==> config.mk <==
export PLATFORM = sky130hd
export DESIGN_NAME = tug_scoreboard
export DESIGN_NICKNAME = d
export VERILOG_FILES = /design/src/rtl/tug_scoreboard.sv
export SDC_FILE = /design/constraint.sdc
export NUM_CORES = 1
export LEC_CHECK = 0
export ABC_AREA = 1
export BUFFER_PORTS_ARGS = -buffer_cell sky130_fd_sc_hd__buf_2
export CORE_UTILIZATION = 51
export CTS_CLUSTER_SIZE = 40
export DETAILED_ROUTE_END_ITERATION = 12
export PLACE_DENSITY = 0.82
export SLEW_MARGIN = 20
export SYNTH_ARGS = -nofsm -noshare
export SYNTH_HDL_FRONTEND = slang
export SYNTH_SLANG_ARGS = --single-unit
==> constraint.sdc <==
create_clock -name clk -period 1.4 [get_ports clk]
set_input_delay 0.14 -clock clk [delete_from_list [all_inputs] [get_ports clk]]
set_output_delay 0.14 -clock clk [all_outputs]
set_load 0.05 [all_outputs]
==> src/rtl/tug_scoreboard.sv <==
//============================================================================
// Module   : tug_scoreboard
// Purpose  : Tug-of-war game state. Consumes one-cycle push pulses from both
//            players, steps the rope position, declares round winners and
//            keeps saturating per-player win counts. Drives the LED bar and
//            score outputs from registers.
// Options  : TUG_FLASH_EN - when defined, the winner's end LED flashes with
//            a period of 2*FLASH_DIV cycles instead of staying steady.
// Revision : 1.0 - initial release
//============================================================================
`default_nettype none

module tug_scoreboard #(
  parameter int NPOS      = 9,
  parameter int SCW       = 4,
  parameter int FLASH_DIV = 12500000
) (
  input  logic            clk,
  input  logic            rst,
  input  logic            go,
  input  logic            lpush,
  input  logic            rpush,
  input  logic            clr_score,
  output logic [NPOS-1:0] leds,
  output logic [SCW-1:0]  lscore,
  output logic [SCW-1:0]  rscore,
  output logic            playing,
  output logic            lwin,
  output logic            rwin
);

  localparam int PW = $clog2(NPOS);
  localparam int C  = (NPOS - 1) / 2;
  localparam logic [PW-1:0]  POS_C    = PW'(C);
  localparam logic [PW-1:0]  POS_ONE  = PW'(1);
  localparam logic [PW-1:0]  POS_PRE  = PW'(NPOS - 2);
  localparam logic [PW-1:0]  POS_END  = PW'(NPOS - 1);
  localparam logic [SCW-1:0] SCORE_MAX = '1;

  typedef enum logic [1:0] {
    READY = 2'd0,
    PLAY  = 2'd1,
    WIN_L = 2'd2,
    WIN_R = 2'd3
  } state_t;

  state_t        state;
  logic [PW-1:0] pos;

  function automatic logic [NPOS-1:0] onehot(input logic [PW-1:0] p);
    return {{(NPOS-1){1'b0}}, 1'b1} << p;
  endfunction

  // A simultaneous pull from both sides cancels out.
  logic move_l, move_r, land_l, land_r, in_win, flash_lit_next;
  assign move_l = lpush & ~rpush;
  assign move_r = rpush & ~lpush;
  // In PLAY the rope never sits on an end, so only pos 1 / NPOS-2 can win.
  assign land_l = (state == PLAY) && move_l && (pos == POS_ONE);
  assign land_r = (state == PLAY) && move_r && (pos == POS_PRE);
  assign in_win = (state == WIN_L) || (state == WIN_R);

`ifdef TUG_FLASH_EN
  localparam int FW = (FLASH_DIV > 1) ? $clog2(FLASH_DIV) : 1;
  localparam logic [FW-1:0] CNT_LAST = FW'(FLASH_DIV - 1);

  logic [FW-1:0] flash_cnt;
  logic          flash_phase;

  // Lit/dark value the end LED takes on the next edge while still winning.
  assign flash_lit_next = (flash_cnt == CNT_LAST) ? ~flash_phase : flash_phase;

  // Flash timebase: restarts lit on win entry, idle outside the win states.
  always_ff @(posedge clk or posedge rst) begin
    if (rst) begin
      flash_cnt   <= '0;
      flash_phase <= 1'b1;
    end else if (in_win && !go) begin
      if (flash_cnt == CNT_LAST) begin
        flash_cnt   <= '0;
        flash_phase <= ~flash_phase;
      end else begin
        flash_cnt <= flash_cnt + FW'(1);
      end
    end else begin
      flash_cnt   <= '0;
      flash_phase <= 1'b1;
    end
  end
`else
  // Steady end LED; the divider only matters when flashing is built in.
  localparam logic STEADY_ON = 1'b1 | (FLASH_DIV == 0);
  assign flash_lit_next = STEADY_ON;
`endif

  // Game FSM with registered position, LED bar and status flags.
  always_ff @(posedge clk or posedge rst) begin
    if (rst) begin
      state   <= READY;
      pos     <= POS_C;
      leds    <= onehot(POS_C);
      playing <= 1'b0;
      lwin    <= 1'b0;
      rwin    <= 1'b0;
    end else begin
      case (state)
        READY: begin
          if (go) begin
            state   <= PLAY;
            playing <= 1'b1;
          end
        end
        PLAY: begin
          if (move_l) begin
            pos  <= pos - POS_ONE;
            leds <= onehot(pos - POS_ONE);
            if (land_l) begin
              state   <= WIN_L;
              playing <= 1'b0;
              lwin    <= 1'b1;
            end
          end else if (move_r) begin
            pos  <= pos + POS_ONE;
            leds <= onehot(pos + POS_ONE);
            if (land_r) begin
              state   <= WIN_R;
              playing <= 1'b0;
              rwin    <= 1'b1;
            end
          end
        end
        WIN_L, WIN_R: begin
          if (go) begin
            state   <= PLAY;
            pos     <= POS_C;
            leds    <= onehot(POS_C);
            playing <= 1'b1;
            lwin    <= 1'b0;
            rwin    <= 1'b0;
          end else begin
            leds <= flash_lit_next ? onehot(pos) : '0;
          end
        end
        default: begin
          state   <= READY;
          pos     <= POS_C;
          leds    <= onehot(POS_C);
          playing <= 1'b0;
          lwin    <= 1'b0;
          rwin    <= 1'b0;
        end
      endcase
    end
  end

  // Win counters: clear has priority over a coincident win, counts saturate.
  always_ff @(posedge clk or posedge rst) begin
    if (rst) begin
      lscore <= '0;
      rscore <= '0;
    end else if (clr_score) begin
      lscore <= '0;
      rscore <= '0;
    end else begin
      if (land_l && lscore != SCORE_MAX) lscore <= lscore + SCW'(1);
      if (land_r && rscore != SCORE_MAX) rscore <= rscore + SCW'(1);
    end
  end

  // The end position is fixed by construction; keep it referenced for clarity.
  logic unused_end;
  assign unused_end = ^POS_END;

endmodule

`default_nettype wire

# Word-level counts from Yosys, hierarchy flattened
# Cells that the tools add are included.
# classes
reduce_logical	17
bitwise_logic	4
n_eq_ne	17
muxes	32
addsub	4
shifts	3
# ops
operator	count
$mux 4	7
$mux 9	3
$shl 1x4->9 const A	3
$pmux 9 s2	1
$add 4x1->4 const B	3
$ne 2x2->1 const B	6
$mux 1	11
$mux 2	5
$ne 3x3->1 const B	3
$ne 4x4->1 const B	2
$pmux 4 s2	1
$reduce_and 4->1	2
$logic_and 1x1->1	6
$pmux 1 s2	3
$reduce_bool 2->1	3
$reduce_and 5->1	1
$eq 2x2->1 const B	2
$eq 4x1->1 const B	1
$eq 4x3->1 const B	1
$pmux 2 s2	1
$sub 4x1->4 const B	1
$reduce_and 3->1	1
$reduce_or 3->1	1
$and 1x1->1	2
other kinds (6)	7
# totals
out_inout_bits	20
ff_bits	26
elab_cells	85
inputBits	6

# Longest topological paths before layout
# Gate-level depths: netlist of run 1.
# depth
ltp_word	8
mapped_depth	11
ltp_nobuf	11

# Worst setup path before layout of run 1
# Ideal clock, no wire load.
# synth_timing
kind	reg-to-reg
startpoint	reg rscore[0]
endpoint	reg rscore[1]
arrival_ns	1.403
synth_period_minus_slack_ns	1.521
n_path_buf	0
path_stages_with_launch	8
setup_ns	0.118
setup_slack_ns	-0.121
t_required_ns	1.282
path_cell_list	dfrtp_1 > ha_1 > nand3_1 > nand2_1 > o21ai_2 > inv_2 > nand2_1 > nand2_1
# synth_via
elab_chain_cells	3
word_cells_on_any_way	6
cone_classes	add/sub: 1; eq/ne: 1; mux: 2; reduce/logical: 2
# synth_lines
item	line_no	rtl
start: declaration	26	output logic [SCW-1:0] rscore,
start signal: assignment	166	if (land_r && rscore != SCORE_MAX) rscore <= rscore + SCW'(1);
$add 4x1->4 or $ne 4x4->1 (tied branches)	166	
$mux 4 or $logic_and 1x1->1 (tied branches)	166	
$mux 4 or $reduce_bool 2->1 (tied branches)	--	
# Several ways; a longest one is shown, not always the timed one. The select of a mux whose other input is x is not followed.
# A chain may end at the register's enable or synchronous reset.

# Worst setup path in the final report of run 1
# layout_timing
startpoint	reg pos[1]
endpoint	reg state[0]
# layout_via
elab_chain_cells	4
word_cells_on_any_way	7
cone_classes	eq/ne: 4; reduce/logical: 3
# layout_lines
item	line_no	rtl
start: declaration	48	logic [PW-1:0] pos;
start signal: assignment	115	pos <= pos - POS_ONE;
start signal: assignment	123	pos <= pos + POS_ONE;
$eq 4x1->1 or $eq 4x3->1 (tied branches)	59, 60	
$logic_and 1x1->1 (on tied branches)	59, 60	
$ne 3x3->1 (no line)	--	
$reduce_and 4->1 (no line) (*)	--	
end signal: assignment	99	state <= READY;
end signal: assignment	109	state <= PLAY;
end signal: assignment	118	state <= WIN_L;
end: declaration	47	state_t state;
# Every way passes the cells marked *; elsewhere a longest branch is shown, timed or not.

==> run_results.csv, run 1 <==
group,metric,value,unit
worst_setup_path,cp-start-kind,"flop",
logic_synthesis,avgSynthCellArea,8.10,µm²
place,gp_congestion,0.940,
die,top_level_ports,26,
worst_setup_path,critPathTopFamily,"simple AND/OR/NAND/NOR gates",
clock_network,cts-htree-levels,1,
pwr,p_sw_share,52.8,%
clock_network,cts-buffers-inserted,3,
finish,final_common_cell,"nand2_1",
worst_setup_path,crit_start,"pos[1]$_DFFE_PP0P_",
finish,layout_common_cells,"nand2_1, buf_2, dfrtp_1, buf_4, nand3_1",
detailed_routing,wl,4280,µm
timing,slew_headroom,78.0,%
logic_synthesis,synth_edf_count,0,
place,dp_cells,294,
die,fp.dieW,59.9,µm
logic_synthesis,ys_ff_latch,26,
global_routing,grt_pass1_vias,1456,
timing,skew,0.0219,ns
worst_setup_path,slowest_delay,0.43,ns
clock_network,clkTransAtPathRegs,0.16,ns
global_routing,overflow,0,
die,die_area,3590,µm²
die,core_area,3130,µm²
finish,final_nets,277,
worst_setup_path,r2r_slack,-0.1,ns
global_routing,gr-usage-all-layers,25.4,%
finish,antenna_cells,0,
worst_setup_path,cp_num_buf_inv,2,
clock_network,cts-root-buf,"clkbuf_4",
detailed_routing,drc,0,
timing,setup_viol,16,
worst_setup_path,path_class,"flop to flop",
clock_network,clkLatencyLatePin,0.35,ns
pwr,power_density,2360,nW/µm²
min_path,hold_path.class,"input port to flop",
pwr,pwr-share-comb,67.0,%
timing,hold_viol,0,
pwr,p_clk_share,9.9,%
worst_setup_path,path_max_fanout,5,
pwr,p_int,0.00257,W
worst_setup_path,path_cells,"inv_2 > ha_2 > inv_2 > nor2_8 > nand2_2 > nand3_2 > nand3_4 > nand2_2 > o21ai_1",
worst_setup_path,critPathRequiredTime,1.63,ns
finish,final_layout_size_suffix_gt1_share,47.9,%
logic_synthesis,synthCells,211,
timing,fmax,668,MHz
worst_setup_path,rr_startpoint,"pos[1]$_DFFE_PP0P_",
finish,finalNonFillerCells,303,
place,io_buffer_count,25,
timing,fin_hold_ws,0.0562,ns
pwr,leakage,1.13,nW
logic_synthesis,async_flop_share,100,%
clock_network,cts_buffer_depth,2,
timing,post-route-min-period,1.50,ns
worst_setup_path,cp.arrival,1.72,ns
global_routing,grt_max_degree,27,
worst_setup_path,crit_path_end,"state[0]$_DFFE_PP0P_",
timing,period_share,107,%
timing,setup_slack,-0.0964,ns
timing,tightest_slew,0.330,ns
global_routing,antenna_found_initial,0,
logic_synthesis,synth_cell_types,30,
logic_synthesis,synth_area,1710,µm²
worst_setup_path,rr_endpoint,"state[0]$_DFFE_PP0P_",
clock_network,cts_sinks,26,
clock_network,cts_tree,"yes",
die,initial_core_util,54.6,%
worst_setup_path,crit_cells,9,
die,num_rows,20,
global_routing,grt_first_pass_wirelength,6730,µm
logic_synthesis,ys_warn_count,0,
pwr,peakVddDrop,0.00114,V
detailed_routing,drt_iter0_markers,80,
die,die_height,59.9,µm
timing,setup_tns,-0.861,ns
pwr,switchingPower,0.00287,W
detailed_routing,post_drt_wl_per_cell,14.1,µm
worst_setup_path,cp-end-kind,"flop",
worst_setup_path,crit_slowest_cell,"dfrtp_1",
run_status,violations,"negative setup slack",
timing,maxSlewViolCount,0,
detailed_routing,ant_nets,0,
run_status,status,"complete, but fails checks",
place,dp_hpwl,2870,µm
finish,final_util,73.6,%
finish,synthToLayoutAreaGrowth,34.8,%
job,max_cap_violations,0,
logic_synthesis,synthFlopType,"dfrtp_1",
pwr,seq_power_share,23.1,%
logic_synthesis,syn_nets,228,
worst_setup_path,r2r_cells,9,
detailed_routing,dr.pass1.iters,4,
timing,rsz0062_at_grt,"yes",
detailed_routing,vias,1634,
detailed_routing,vias_per_cell,5.39,
logic_synthesis,ys_seq_area_share,38.2,%
==> flip-flops by register name, indices dropped and copies added (netlist names) <==
| name | flops |
|---|---|
| lscore | 4 |
| leds | 9 |
| pos | 4 |
| rscore | 4 |
| playing | 1 |
| rwin | 1 |
| lwin | 1 |
| state | 2 |
==> logic make-up after synthesis <==
group | synth area share, %
compound gates | 12.2
flops | 38.2
xor+xnor | 2.05
buf+inv | 8.35
simple gates | 31.1
fa+ha+maj | 8.05
==> per-layer routing <==
layer	vias to the layer above	wire, µm	GRT usage (%)
met4	0	57	7.97
met3	7	152	3.25
met5	-	0	0
li1	792	-	-
met1	793	1970	36.1
met2	42	2100	40.2
==> cells in the mapped netlist, drive strengths merged (3+ instances only) <==
| cell type | number | share of area, % |
|---|---|---|
| nand4 | 3 | 1.1 |
| nor2 | 26 | 8.1 |
| xor2 | 3 | 1.5 |
| inv | 26 | 6.1 |
| o21ai | 14 | 4.8 |
| a31oi | 3 | 1.1 |
| dfrtp | 24 | 35 |
| buf | 3 | 2.0 |
| nand2 | 52 | 13 |
| ha | 11 | 8.1 |
| a21oi | 12 | 4.2 |
| nand3 | 26 | 9.4 |
==> through the flow <==
step | total power, W | worst slack [ns] | cell area (µm²)
after floorplan | 0.00332 | 0.00424 | 1720
after global placement | 0.00401 | -0.0669 | 2000
after detailed placement | 0.00407 | -0.123 | 2000
after CTS | 0.00500 | -0.0416 | 2190
after global routing | 0.00575 | -0.138 | 2300
final | 0.00544 | -0.0964 | 2300
==> layout make-up <==
| type | instances | area [µm²] |
|---|---|---|
| Clock buffer | 3 | 22.5 |
| Clock inverter | 1 | 30.0 |
| Fill cell | 231 | 825 |
| Inverter | 27 | 121 |
| Multi-Input combinational cell | 155 | 1100 |
| Sequential cell | 26 | 661 |
| Tap cell | 44 | 55.1 |
| Timing Repair Buffer | 47 | 313 |
==> what timing repair did <==
action | 4_1_cts | 5_1_grt
buffers inserted | 1 | 3
hold endpoints to repair | 24 | 0
endpoints found under the setup margin | 13 | 24
gates resized for setup | 37 | 25
gates cloned | 0 | 0
pin swaps | 20 | 14
hold buffers | 1 | 0
==> power groups by stage <==
stage	logic [W]	clock network (W)	registers, W
after floorplan	0.00156	0	0.00177
after global placement	0.00277	0	0.00124
after detailed placement	0.00282	0	0.00125
after CTS	0.00323	0.000531	0.00124
after global routing	0.00389	0.000564	0.00129
final	0.00364	0.000538	0.00125
==> worst min-delay path by stage <==
stage               startpoint               endpoint  cells after the start
finish               clr_score  lscore[1]$_DFFE_PP0P_                      2
global route         clr_score  lscore[1]$_DFFE_PP0P_                      2
CTS                  clr_score  lscore[0]$_DFFE_PP0P_                      2
detailed placement         rst  lscore[2]$_DFFE_PP0P_                      3
global placement           rst  lscore[2]$_DFFE_PP0P_                      3
floorplan                  rst    leds[0]$_DFFE_PP0P_                      1
Power figures use the tool's default switching activity.
==> run 2, diff against run 1 <==
--- a/config.mk
+++ b/config.mk
@@ -7,6 +7,7 @@
 export LEC_CHECK = 0
 export ABC_AREA = 1
 export BUFFER_PORTS_ARGS = -buffer_cell sky130_fd_sc_hd__buf_2
+export CORE_ASPECT_RATIO = 0.9
 export CORE_UTILIZATION = 51
 export CTS_CLUSTER_SIZE = 40
 export DETAILED_ROUTE_END_ITERATION = 12
==> run 2 against run 1 <==
The run still ends with negative setup slack left. Clock skew shrank 0.014 ns. Total power shrank 7.3%. Die area is essentially flat. Sequential power is essentially flat. Critical path type unchanged. Critical endpoint is now leds[0]$_DFFE_PP0P_. Largest cell class unchanged. Highest routed layer unchanged.
==> run_results.csv, run 2 (synthesized netlist as in run 1, its figures left out) <==
group,metric,value,unit
worst_setup_path,cp_num_buf_inv,3,
worst_setup_path,cp.arrival,1.67,ns
global_routing,gr-usage-all-layers,23.4,%
clock_network,cts-htree-levels,1,
worst_setup_path,r2r_cells,10,
timing,slew_headroom,77.8,%
pwr,seq_power_share,24.9,%
finish,synthToLayoutAreaGrowth,26.6,%
worst_setup_path,r2r_slack,-0.06,ns
worst_setup_path,crit_slowest_cell,"dfrtp_2",
timing,hold_viol,0,
place,dp_hpwl,2720,µm
worst_setup_path,path_cells,"inv_4 > ha_4 > inv_2 > nand2_2 > nand2_4 > inv_4 > nand2_4 > nor2_4 > nand3_2 > a21oi_2",
min_path,min_path_cells,2,
global_routing,grt_max_degree,27,
die,die_height,56.9,µm
finish,fin_area,2160,µm²
place,placed_cell_area,1940,µm²
die,core_area,3110,µm²
clock_network,cts-buffers-inserted,3,
timing,tightest_slew,0.330,ns
pwr,power_density,2330,nW/µm²
worst_setup_path,cp-start-kind,"flop",
timing,maxSlewViolCount,0,
detailed_routing,post_drt_wl_per_cell,13.2,µm
timing,setup_tns,-0.180,ns
worst_setup_path,crit_cells,10,
pwr,peakVddDrop,0.00155,V
die,initial_core_util,54.9,%
worst_setup_path,path_class,"flop to flop",
finish,largest_reg_flops,9,
clock_network,clkLatencyLatePin,0.27,ns
min_path,hold_path.class,"input port to flop",
timing,period_share,104,%
finish,final_common_cell,"nand2_1",
detailed_routing,wl,3890,µm
worst_setup_path,critPathRequiredTime,1.61,ns
place,io_buffer_count,25,
pwr,p_int,0.00241,W
timing,fmax,686,MHz
timing,setup_slack,-0.0582,ns
clock_network,cts_sinks,26,
finish,largest-register,"leds",
pwr,pwr-share-comb,62.9,%
place,gp_congestion,0.945,
run_status,status,"complete, but fails checks",
worst_setup_path,path_max_fanout,5,
global_routing,overflow,0,
die,top_level_ports,26,
detailed_routing,vias,1543,
die,fp.dieW,63.0,µm
detailed_routing,drt_iter0_markers,104,
clock_network,cts_tree,"yes",
finish,layout_common_cells,"nand2_1, buf_2, nand3_1",
worst_setup_path,critPathTopFamily,"flip-flops",
detailed_routing,dr.pass1.iters,4,
global_routing,antenna_found_initial,0,
pwr,switchingPower,0.00263,W
die,num_rows,19,
timing,post-route-min-period,1.46,ns
timing,rsz0062_at_grt,"yes",
clock_network,cts-root-buf,"clkbuf_8",
worst_setup_path,cp-end-kind,"flop",
finish,final_util,69.5,%
pwr,p_sw_share,52.2,%
worst_setup_path,slowest_delay,0.44,ns
finish,antenna_cells,0,
clock_network,clkTransAtPathRegs,0.09,ns
timing,setup_viol,6,
finish,final_nets,270,
pwr,leakage,1.08,nW
die,die_area,3590,µm²
pwr,p_clk_share,12.3,%
finish,final_layout_size_suffix_gt1_share,40.9,%
run_status,violations,"negative setup slack",
global_routing,grt_first_pass_wirelength,6400,µm
timing,skew,0.00825,ns
detailed_routing,ant_nets,0,
job,max_cap_violations,0,
global_routing,grt_pass1_vias,1406,
clock_network,cts_buffer_depth,2,
timing,fin_hold_ws,0.140,ns
detailed_routing,vias_per_cell,5.25,
detailed_routing,drc,0,
pwr,power,0.00504,W
-- run 2: worst paths after layout --
| check | start | to |
|---|---|---|
| min | clr_score | lscore[0]$_DFFE_PP0P_ |
| min in group asynchronous | rst | lscore[2]$_DFFE_PP0P_ |
| max in group asynchronous | rst | pos[2]$_DFFE_PP1P_ |
| max reg2reg | pos[0]$_DFFE_PP0P_ | leds[0]$_DFFE_PP0P_ |
| min reg2reg | leds[4]$_DFFE_PP1P_ | leds[4]$_DFFE_PP1P_ |
| max | pos[0]$_DFFE_PP0P_ | leds[0]$_DFFE_PP0P_ |
-- run 2: metrics by stage --
stage	instances	setup slack (ns)
final	294	-0.0582
after detailed placement	286	-0.118
after global placement	286	-0.0778
after CTS	291	-0.0480
after global routing	294	-0.158
after floorplan	211	0.00424
-- run 2: repair_timing --
item,4_1_cts,5_1_grt
setup endpoints to repair,14,23
resized for setup,16,23
gates cloned,0,0
hold endpoints to repair,24,0
hold buffers,1,0
setup buffers,0,3
pin swaps,7,9
-- run 2: final cells by class --
class | instances | area (µm²)
clock inverters | 1 | 30.0
clock buffers | 3 | 41.3
repair buffers | 40 | 240
well taps | 42 | 52.6
flip-flops and latches | 26 | 661
fillers | 251 | 950
multi-input cells | 155 | 1020
inverters | 27 | 116
-- run 2: per-layer routing --
| layer | vias to the layer above | global-route usage, % | share of wire, % |
|---|---|---|---|
| li1 | 777 | - | - |
| met1 | 720 | 33.1 | 46 |
| met2 | 42 | 36.7 | 47 |
| met3 | 4 | 3.86 | 5.1 |
| met4 | 0 | 6.98 | 1.1 |
| met5 | - | 0 | 0 |
-- run 2: power groups by stage --
stage / clock network, W / registers [W] / logic [W]
finish: 0.000618 / 0.00125 / 0.00317
global route: 0.000672 / 0.00129 / 0.00343
CTS: 0.000630 / 0.00126 / 0.00283
detailed placement: 0 / 0.00126 / 0.00267
global placement: 0 / 0.00125 / 0.00264
floorplan: 0 / 0.00177 / 0.00156
